[config.mk]
export PLATFORM = sky130hd
export DESIGN_NAME = bin_to_dec_scan
export DESIGN_NICKNAME = d
export VERILOG_FILES = /design/src/rtl/bin_to_dec_scan.sv
export SDC_FILE = /design/constraint.sdc
export NUM_CORES = 1
export LEC_CHECK = 0
export ABC_AREA = 1
export BUFFER_PORTS_ARGS = -buffer_cell sky130_fd_sc_hd__clkbuf_2
export CAP_MARGIN = 20
export CORE_MARGIN = 2
export CORE_UTILIZATION = 40
export CTS_CLUSTER_SIZE = 28
export DETAILED_ROUTE_END_ITERATION = 8
export PLACE_DENSITY = 0.66
export RECOVER_POWER = 25
export SLEW_MARGIN = 20
export SYNTH_ARGS = -nofsm -noshare
export SYNTH_HDL_FRONTEND = slang
export SYNTH_SLANG_ARGS = --single-unit
[constraint.sdc]
create_clock -name clk -period 2.55 [get_ports clk]
set_clock_uncertainty 0.1 [all_clocks]
set_input_delay 0.3825 -clock clk [delete_from_list [all_inputs] [get_ports clk]]
set_output_delay 0.3825 -clock clk [all_outputs]
set_load 0.005 [all_outputs]
[src/rtl/bin_to_dec_scan.sv]
// Serial double-dabble binary-to-BCD converter with a multiplexed digit scanner.
// Optional feature macro: LEADING_ZERO_BLANK_EN (blank most-significant zero digits at commit).
module bin_to_dec_scan #(
  parameter int unsigned DIGITS   = 4,
  parameter int unsigned BIN_W    = 14,
  parameter int unsigned SCAN_DIV = 50000
) (
  input  logic              clk,
  input  logic              rst,
  input  logic              load,
  input  logic [BIN_W-1:0]  bin,
  output logic              busy,
  output logic              ovf,
  output logic [3:0]        digit,
  output logic [DIGITS-1:0] an
);

  localparam int unsigned BCD_W = 4 * DIGITS;
  localparam int unsigned CAT_W = BCD_W + BIN_W;
  localparam int unsigned CNT_W = (BIN_W > 1) ? $clog2(BIN_W) : 1;
  localparam int unsigned PRE_W = (SCAN_DIV > 1) ? $clog2(SCAN_DIV) : 1;
  localparam int unsigned IDX_W = (DIGITS > 1) ? $clog2(DIGITS) : 1;

  function automatic longint unsigned pow10_minus1(input int unsigned n);
    longint unsigned r;
    r = 1;
    for (int unsigned i = 0; i < n; i++) r = r * 10;
    return r - 1;
  endfunction

  localparam longint unsigned MAX_VAL = pow10_minus1(DIGITS);

  typedef enum logic {IDLE, CONV} state_t;

  state_t                  state_q, state_d;
  logic [BIN_W-1:0]        shift_q, shift_d;
  logic [DIGITS-1:0][3:0]  bcd_q, bcd_d;
  logic [CNT_W-1:0]        cnt_q, cnt_d;
  logic                    oflag_q, oflag_d;
  logic [DIGITS-1:0][3:0]  stored_q, stored_d;
  logic                    busy_d, ovf_d;

  logic [DIGITS-1:0][3:0]  corr;
  logic [CAT_W-1:0]        cat;
  logic [DIGITS-1:0][3:0]  commit_val;

  // One double-dabble step: add-3 correction, then shift {bcd, shift} left.
  always_comb begin
    corr = bcd_q;
    for (int i = 0; i < int'(DIGITS); i++) begin
      if (bcd_q[i] >= 4'd5) corr[i] = bcd_q[i] + 4'd3;
    end
    cat = {corr, shift_q} << 1;
    commit_val = cat[CAT_W-1:BIN_W];
`ifdef LEADING_ZERO_BLANK_EN
    begin
      logic lead;
      lead = 1'b1;
      for (int i = int'(DIGITS) - 1; i >= 1; i--) begin
        if (lead && commit_val[i] == 4'd0) commit_val[i] = 4'hF;
        else lead = 1'b0;
      end
    end
`endif
  end

  // Conversion FSM next-state and datapath.
  always_comb begin
    state_d  = state_q;
    shift_d  = shift_q;
    bcd_d    = bcd_q;
    cnt_d    = cnt_q;
    oflag_d  = oflag_q;
    stored_d = stored_q;
    busy_d   = busy;
    ovf_d    = ovf;
    case (state_q)
      IDLE: begin
        if (load) begin
          shift_d = bin;
          bcd_d   = '0;
          cnt_d   = '0;
          oflag_d = 64'(bin) > MAX_VAL;
          busy_d  = 1'b1;
          state_d = CONV;
        end
      end
      CONV: begin
        shift_d = cat[BIN_W-1:0];
        bcd_d   = cat[CAT_W-1:BIN_W];
        cnt_d   = cnt_q + CNT_W'(1);
        if (cnt_q == CNT_W'(BIN_W - 1)) begin
          state_d  = IDLE;
          busy_d   = 1'b0;
          ovf_d    = oflag_q;
          stored_d = oflag_q ? '1 : commit_val;
        end
      end
      default: state_d = IDLE;
    endcase
  end

  always_ff @(posedge clk or posedge rst) begin
    if (rst) begin
      state_q  <= IDLE;
      shift_q  <= '0;
      bcd_q    <= '0;
      cnt_q    <= '0;
      oflag_q  <= 1'b0;
      stored_q <= '0;
      busy     <= 1'b0;
      ovf      <= 1'b0;
    end else begin
      state_q  <= state_d;
      shift_q  <= shift_d;
      bcd_q    <= bcd_d;
      cnt_q    <= cnt_d;
      oflag_q  <= oflag_d;
      stored_q <= stored_d;
      busy     <= busy_d;
      ovf      <= ovf_d;
    end
  end

  logic [PRE_W-1:0] pre_q;
  logic [IDX_W-1:0] idx_q;
  logic             tick;
  logic [IDX_W-1:0] idx_next;

  // Scanner: prescaler tick advances the digit index, wrapping at DIGITS-1.
  always_comb begin
    tick     = (pre_q == PRE_W'(SCAN_DIV - 1));
    idx_next = (idx_q == IDX_W'(DIGITS - 1)) ? '0 : idx_q + IDX_W'(1);
  end

  // Select lines and digit code load together so the bus never shows a mixed slot.
  always_ff @(posedge clk or posedge rst) begin
    if (rst) begin
      pre_q <= '0;
      idx_q <= '0;
      an    <= '1;
      digit <= 4'hF;
    end else begin
      pre_q <= tick ? '0 : pre_q + PRE_W'(1);
      if (tick) begin
        idx_q <= idx_next;
        an    <= ~(DIGITS'(1) << idx_next);
        digit <= stored_q[idx_next];
      end
    end
  end

endmodule

---- Word-level counts from Yosys, hierarchy flattened ----
Index checks and enable logic that the tools add are counted.
storage, ports and cells
  latch bits .............................. 0
  memory bits (read-only) ................. 0
  bits in writable memories ............... 0
  register bits ........................... 80
  memories kept ........................... 0
  bits of input ports ..................... 17
cells by class
  div/mod/pow operators ................... 0
  multiplexer cells ....................... 21
  bitwise logic cells ..................... 2
  eq/ne operators ......................... 5
  magnitude comparators ................... 6
  multipliers ............................. 0
  add/subtract/negate cells ............... 7
  shift operators ......................... 1
  reduce and logical (&&, ||, !) cells .... 3
operator list
  kind                                                                                 count
  16-bit two-way mux                                                                   3
  16-bit case mux with 2 select lines                                                  1
  14-bit case mux with 2 select lines                                                  1
  4-bit two-way mux                                                                    5
  16-bit by 1-bit adder with 16-bit output, second input constant                      1
  16-bit == test, second input constant                                                1
  4-bit by 3-bit greater-or-equal comparator with 1-bit output, second input constant  4
  14-bit > comparator, second input constant                                           1
  14-bit two-way mux                                                                   1
  4-bit by 2-bit adder with 4-bit output, second input constant                        3
  4-bit binary-select mux with 2-bit select                                            1
  4-bit case mux with 2 select lines                                                   1
  2-bit AND reduction                                                                  3
  4-bit by 1-bit adder with 4-bit output, second input constant                        1
  4-bit == test, second input constant                                                 1
  1-bit two-way mux                                                                    4
  4-bit inverter                                                                       1
  1-bit case mux with 2 select lines                                                   2
  1-bit by 2-bit left shift with 4-bit output, first input constant                    1
  3-bit by 2-bit adder with 3-bit output, second input constant                        1
  2-bit by 3-bit less-than comparator with 1-bit output, second input constant         1
  3-bit two-way mux                                                                    1
  2-bit by 1-bit adder with 2-bit output, second input constant                        1
  2-bit == test, second input constant                                                 1
  other kinds (4)                                                                      4

---- Depth between registers and ports, before layout ----
  depth after elaboration ................. 4
  gate-level depth with buffers ........... 10

---- Worst setup path before layout ----
No wires, ideal clock.
  path kind ............................... register to register
  from .................................... reg idx_q[0]
  to ...................................... reg digit[0]
  buffers on the path ..................... 1
  required time ........................... 2.375 ns
  library setup time ...................... 0.075 ns
  arrival time ............................ 1.384 ns
  path slack .............................. 0.990 ns
  clock period less this slack ............ 1.560 ns
  cell stages (with the launch flop) ...... 9
  path through ............................ dfrtp_1 -> ha_1 -> nor2_1 -> buf_2 -> nand2_1 -> o211ai_1 -> nand2_1 -> nand2_1 -> nand2_1
between the ends
  longest elaborated chain between the ends .. 4
  elaborated cells between the ends (all ways) .. 5
  those cells by class .................... add/sub: 1; eq/ne: 1; mux: 3
ends and longest elaborated chain
  element                                                                         RTL line  source
  from (decl)                                                                     126       logic [IDX_W-1:0] idx_q;
  from (signal assigned)                                                          146       idx_q <= idx_next;
  2-bit by 1-bit adder with 2-bit output / 2-bit == test (equally long branches)  133       idx_next = (idx_q == IDX_W'(DIGITS - 1)) ? '0 : idx_q + IDX_W'(1);
  2-bit two-way mux (*)                                                           133
  4-bit binary-select mux with 2-bit select (*)                                   148       digit <= stored_q[idx_next];
  4-bit two-way mux (not written as such) (*)                                     148
  to (signal assigned)                                                            148
  to (decl)                                                                       14        output logic [3:0] digit,
Every way passes the cells marked *; elsewhere a longest branch is shown, timed or not. The select of a mux whose other input is x is not followed.
A chain may end at the register's enable or synchronous reset.

---- Worst setup path after layout ----
  from .................................... reg state_q
  to ...................................... reg shift_q[12]
between the ends
  longest elaborated chain between the ends .. 2
  elaborated cells between the ends (all ways) .. 3
  those cells by class .................... eq/ne: 1; mux: 1; bitwise: 1
ends and longest elaborated chain
  element                                                                      RTL line  source
  from (decl)                                                                  35        state_t state_q, state_d;
  from (signal assigned)                                                       114       state_q <= state_d;
  1-bit inverter                                                               --
  14-bit case mux with 2 select lines / 2-bit != test (equally long branches)  --
  to (signal assigned)                                                         115       shift_q <= shift_d;
  to (decl)                                                                    36        logic [BIN_W-1:0] shift_q, shift_d;
Several ways; a longest one is shown, not always the timed one.

==> results.cfg <==
[yosys]
yosys_warnings = 0
synth_top_area_cell = dfrtp_1
synth_seq_cells = 80
ys_top_cells_by_area = dfrtp_1, nand2_1, inv_1, dfstp_2, ha_1
yosysUniqueCellTypes = 28
syn_avg_cell_area_um2 = 7.93
yosysTopAreaCellShare_pct = 43.9
synth.cell_area_um2 = 4100
synth_edf_count = 0
synth_ff_type = dfrtp_1
yosysSeqAreaShare_pct = 49.1
syn_inst = 517
syn-num-nets = 550
async_flop_share_pct = 100

[drt]
drt_pass1_iterations = 4
dr_total_vias = 3301
ant_nets = 0
post-route-drc-count = 0
drt_first_iter_violations = 120
drt-total-wl_um = 8120
wire_per_inst_um = 11.9
via_per_inst = 4.83

[global_routing]
grt_pass1_vias = 3373
grt_use_total_pct = 16.2
grt_max_degree = 55
antenna_found_initial = 0
overflow = 0
grt_pass1_wl_um = 14800

[clock_tree]
clk_path_buf_depth = 2
insertion_delay_ps = 350
htreeDepth = 3
cts-root-buf = clkbuf_8
holdBufCountCts = 1
cts_made_buffers = 9
cts_tree = done
cts_resized = 0
clk_pin_slew_ps = 90
clock_sinks = 80
postCtsSetupRepairBufs = 0

[pwr]
switching_power_mw = 1.75
p_sw_share_pct = 37.7
seqPwrFrac_pct = 41.1
p_per_area_nw_per_um2 = 1000
clkPwrFrac_pct = 25.1
p_leak_nw = 2.37
total_power_mw = 4.63
irDropWorstVdd_mv = 0.511
p_int_mw = 2.88
p_comb_share_pct = 33.8

[finish]
final_util_pct = 46.8
final_layout_size_suffix_gt1_share_pct = 12.7
nets = 579
area_delta_synth_final_pct = 12.6
diodes = 0

[floorplanning]
core_area_um2 = 9860
die_x_um = 105
initial_core_util_pct = 41.6
ios = 27
rows = 36
die_h_um = 105
die_area_um2 = 11100

[min_path]
holdCritPathClass = in -> reg

[sta]
clock.fmax_mhz = 543
fin_crit_ps = 1840
worstMarginPinSlew_ps = 1180
drv_slew = 0
rsz0062_at_grt = false
setup_tns_ps = 0
fin_crit_sh_pct = 72.2
finalHoldViolCount = 0
final-setup-viol-count = 0
relSlewSlack_pct = 20.8
holdWs_ps = 140

[placed_design]
port_buffers = 26
gp_congestion = 0.832
dp_hpwl_um = 5790

[worst_setup_path]
crit_fanout = 20
end_kind = flip-flop
arrival_ps = 2010
crit_type = reg -> reg
startpoint_type = flip-flop
crit_required_ps = 2720

[outcome]
status = finished, final reports clean

[flow_run]
cap_viol_max_count = 0
cells in the mapped netlist (all sizes together) (5+ instances only):
cell    count
o21ai      30
o211ai      6
inv        73
xor2        9
nand2     167
nor2       50
a21oi      12
o22ai       6
dfrtp      72
ha         16
nand3      39
dfstp       8
buf        11
or2         5
flip-flops by register name, summed over array words and instances (netlist names):
| name | count |
|---|---|
| an | 4 |
| cnt_q | 4 |
| state_q | 1 |
| bcd_q | 16 |
| ovf | 1 |
| busy | 1 |
| idx_q | 2 |
| oflag_q | 1 |
| stored_q | 16 |
| shift_q | 14 |
| digit | 4 |
| pre_q | 16 |
cell usage in the layout, fill, tap and decap left out, types with 2 or more instances in the layout:
cell type / synthesis / final
nand3b_1: 2 / 2
o21ai_0: 26 / 26
nor2_1: 47 / 47
nand4_1: 3 / 3
xor2_1: 9 / 9
a22oi_1: 3 / 3
nand3_1: 39 / 39
clkbuf_1: 2 / 2
a21oi_1: 12 / 12
clkbuf_2: 0 / 25
inv_1: 70 / 70
o211ai_1: 6 / 6
clkbuf_8: 0 / 9
dfstp_2: 8 / 8
bufinv_16: 0 / 3
o22ai_1: 6 / 6
ha_1: 16 / 16
inv_6: 0 / 2
buf_4: 2 / 2
inv_2: 3 / 2
nand2_2: 2 / 2
nor2_4: 2 / 2
o21ai_2: 4 / 4
dfrtp_1: 72 / 72
or2_2: 5 / 5
nand2_1: 165 / 165
cell families (layout without fill, tap and decap cells):
family	after synthesis	in the layout	share of synthesized area (%)
XOR/XNOR	9	9	1.92
AND/OR/NAND/NOR	267	267	27.1
buffers and inverters	86	120	8.64
adder cells (fa/ha/maj)	16	16	4.88
AO/OA/AOI/OAI	59	59	8.42
flip-flops	80	80	49.1
final cells by class:
class                           count  area, um2
Fill cell                         922       5250
Sequential cell                    80       2010
Multi-Input combinational cell    351       1730
Inverter                           73        275
Timing Repair Buffer               31        178
Tap cell                          133        166
Clock inverter                      7        126
Clock buffer                        9        124
power groups by stage:
stage,combinational [mW],sequential [mW],clock (mW)
after floorplan,1.24,1.85,0
after global routing,1.86,1.95,1.23
after detailed placement,1.58,1.92,0
final,1.56,1.90,1.16
after CTS,1.59,1.90,1.18
after global placement,1.52,1.91,0
path summary, 6_finish.rpt:
| check | startpoint | end | slack [ps] | depth (start not counted) |
|---|---|---|---|---|
| hold / removal | bin[3] | shift_q[3] | 140 | 3 |
| min in group asynchronous | rst | pre_q[1] | 700 | 3 |
| setup reg to reg | state_q | shift_q[12] | 710 | 5 |
| max in group asynchronous | rst | bcd_q[7] | 870 | 4 |
| hold reg to reg | digit[1] | digit[1] | 370 | 2 |
| setup / recovery | state_q | shift_q[12] | 710 | 5 |
worst max-delay path, cell delays in order (launching register included):
cell,delay [ps]
dfrtp_1,480
inv_1,320
nand2_1,110
inv_1,520
nand2_1,110
o211ai_1,110
through the flow:
step / setup slack [ps] / instance area, um2 / cells
floorplan: 29.0 / 4100 / 517
global placement: 801 / 4360 / 667
detailed placement: 730 / 4360 / 667
CTS: 692 / 4620 / 684
global route: 494 / 4620 / 684
finish: 709 / 4620 / 684
per-layer routing:
metal  vias up  routed length [um]  global-route usage, %
met4         0                  55                   4.00
met5         -                   0                      0
met3         4                 386                   4.82
li1       1678                   -                      -
met1      1550                3800                   19.9
met2        69                3880                   27.7
No activity file was read; power rests on OpenSTA's default activity.
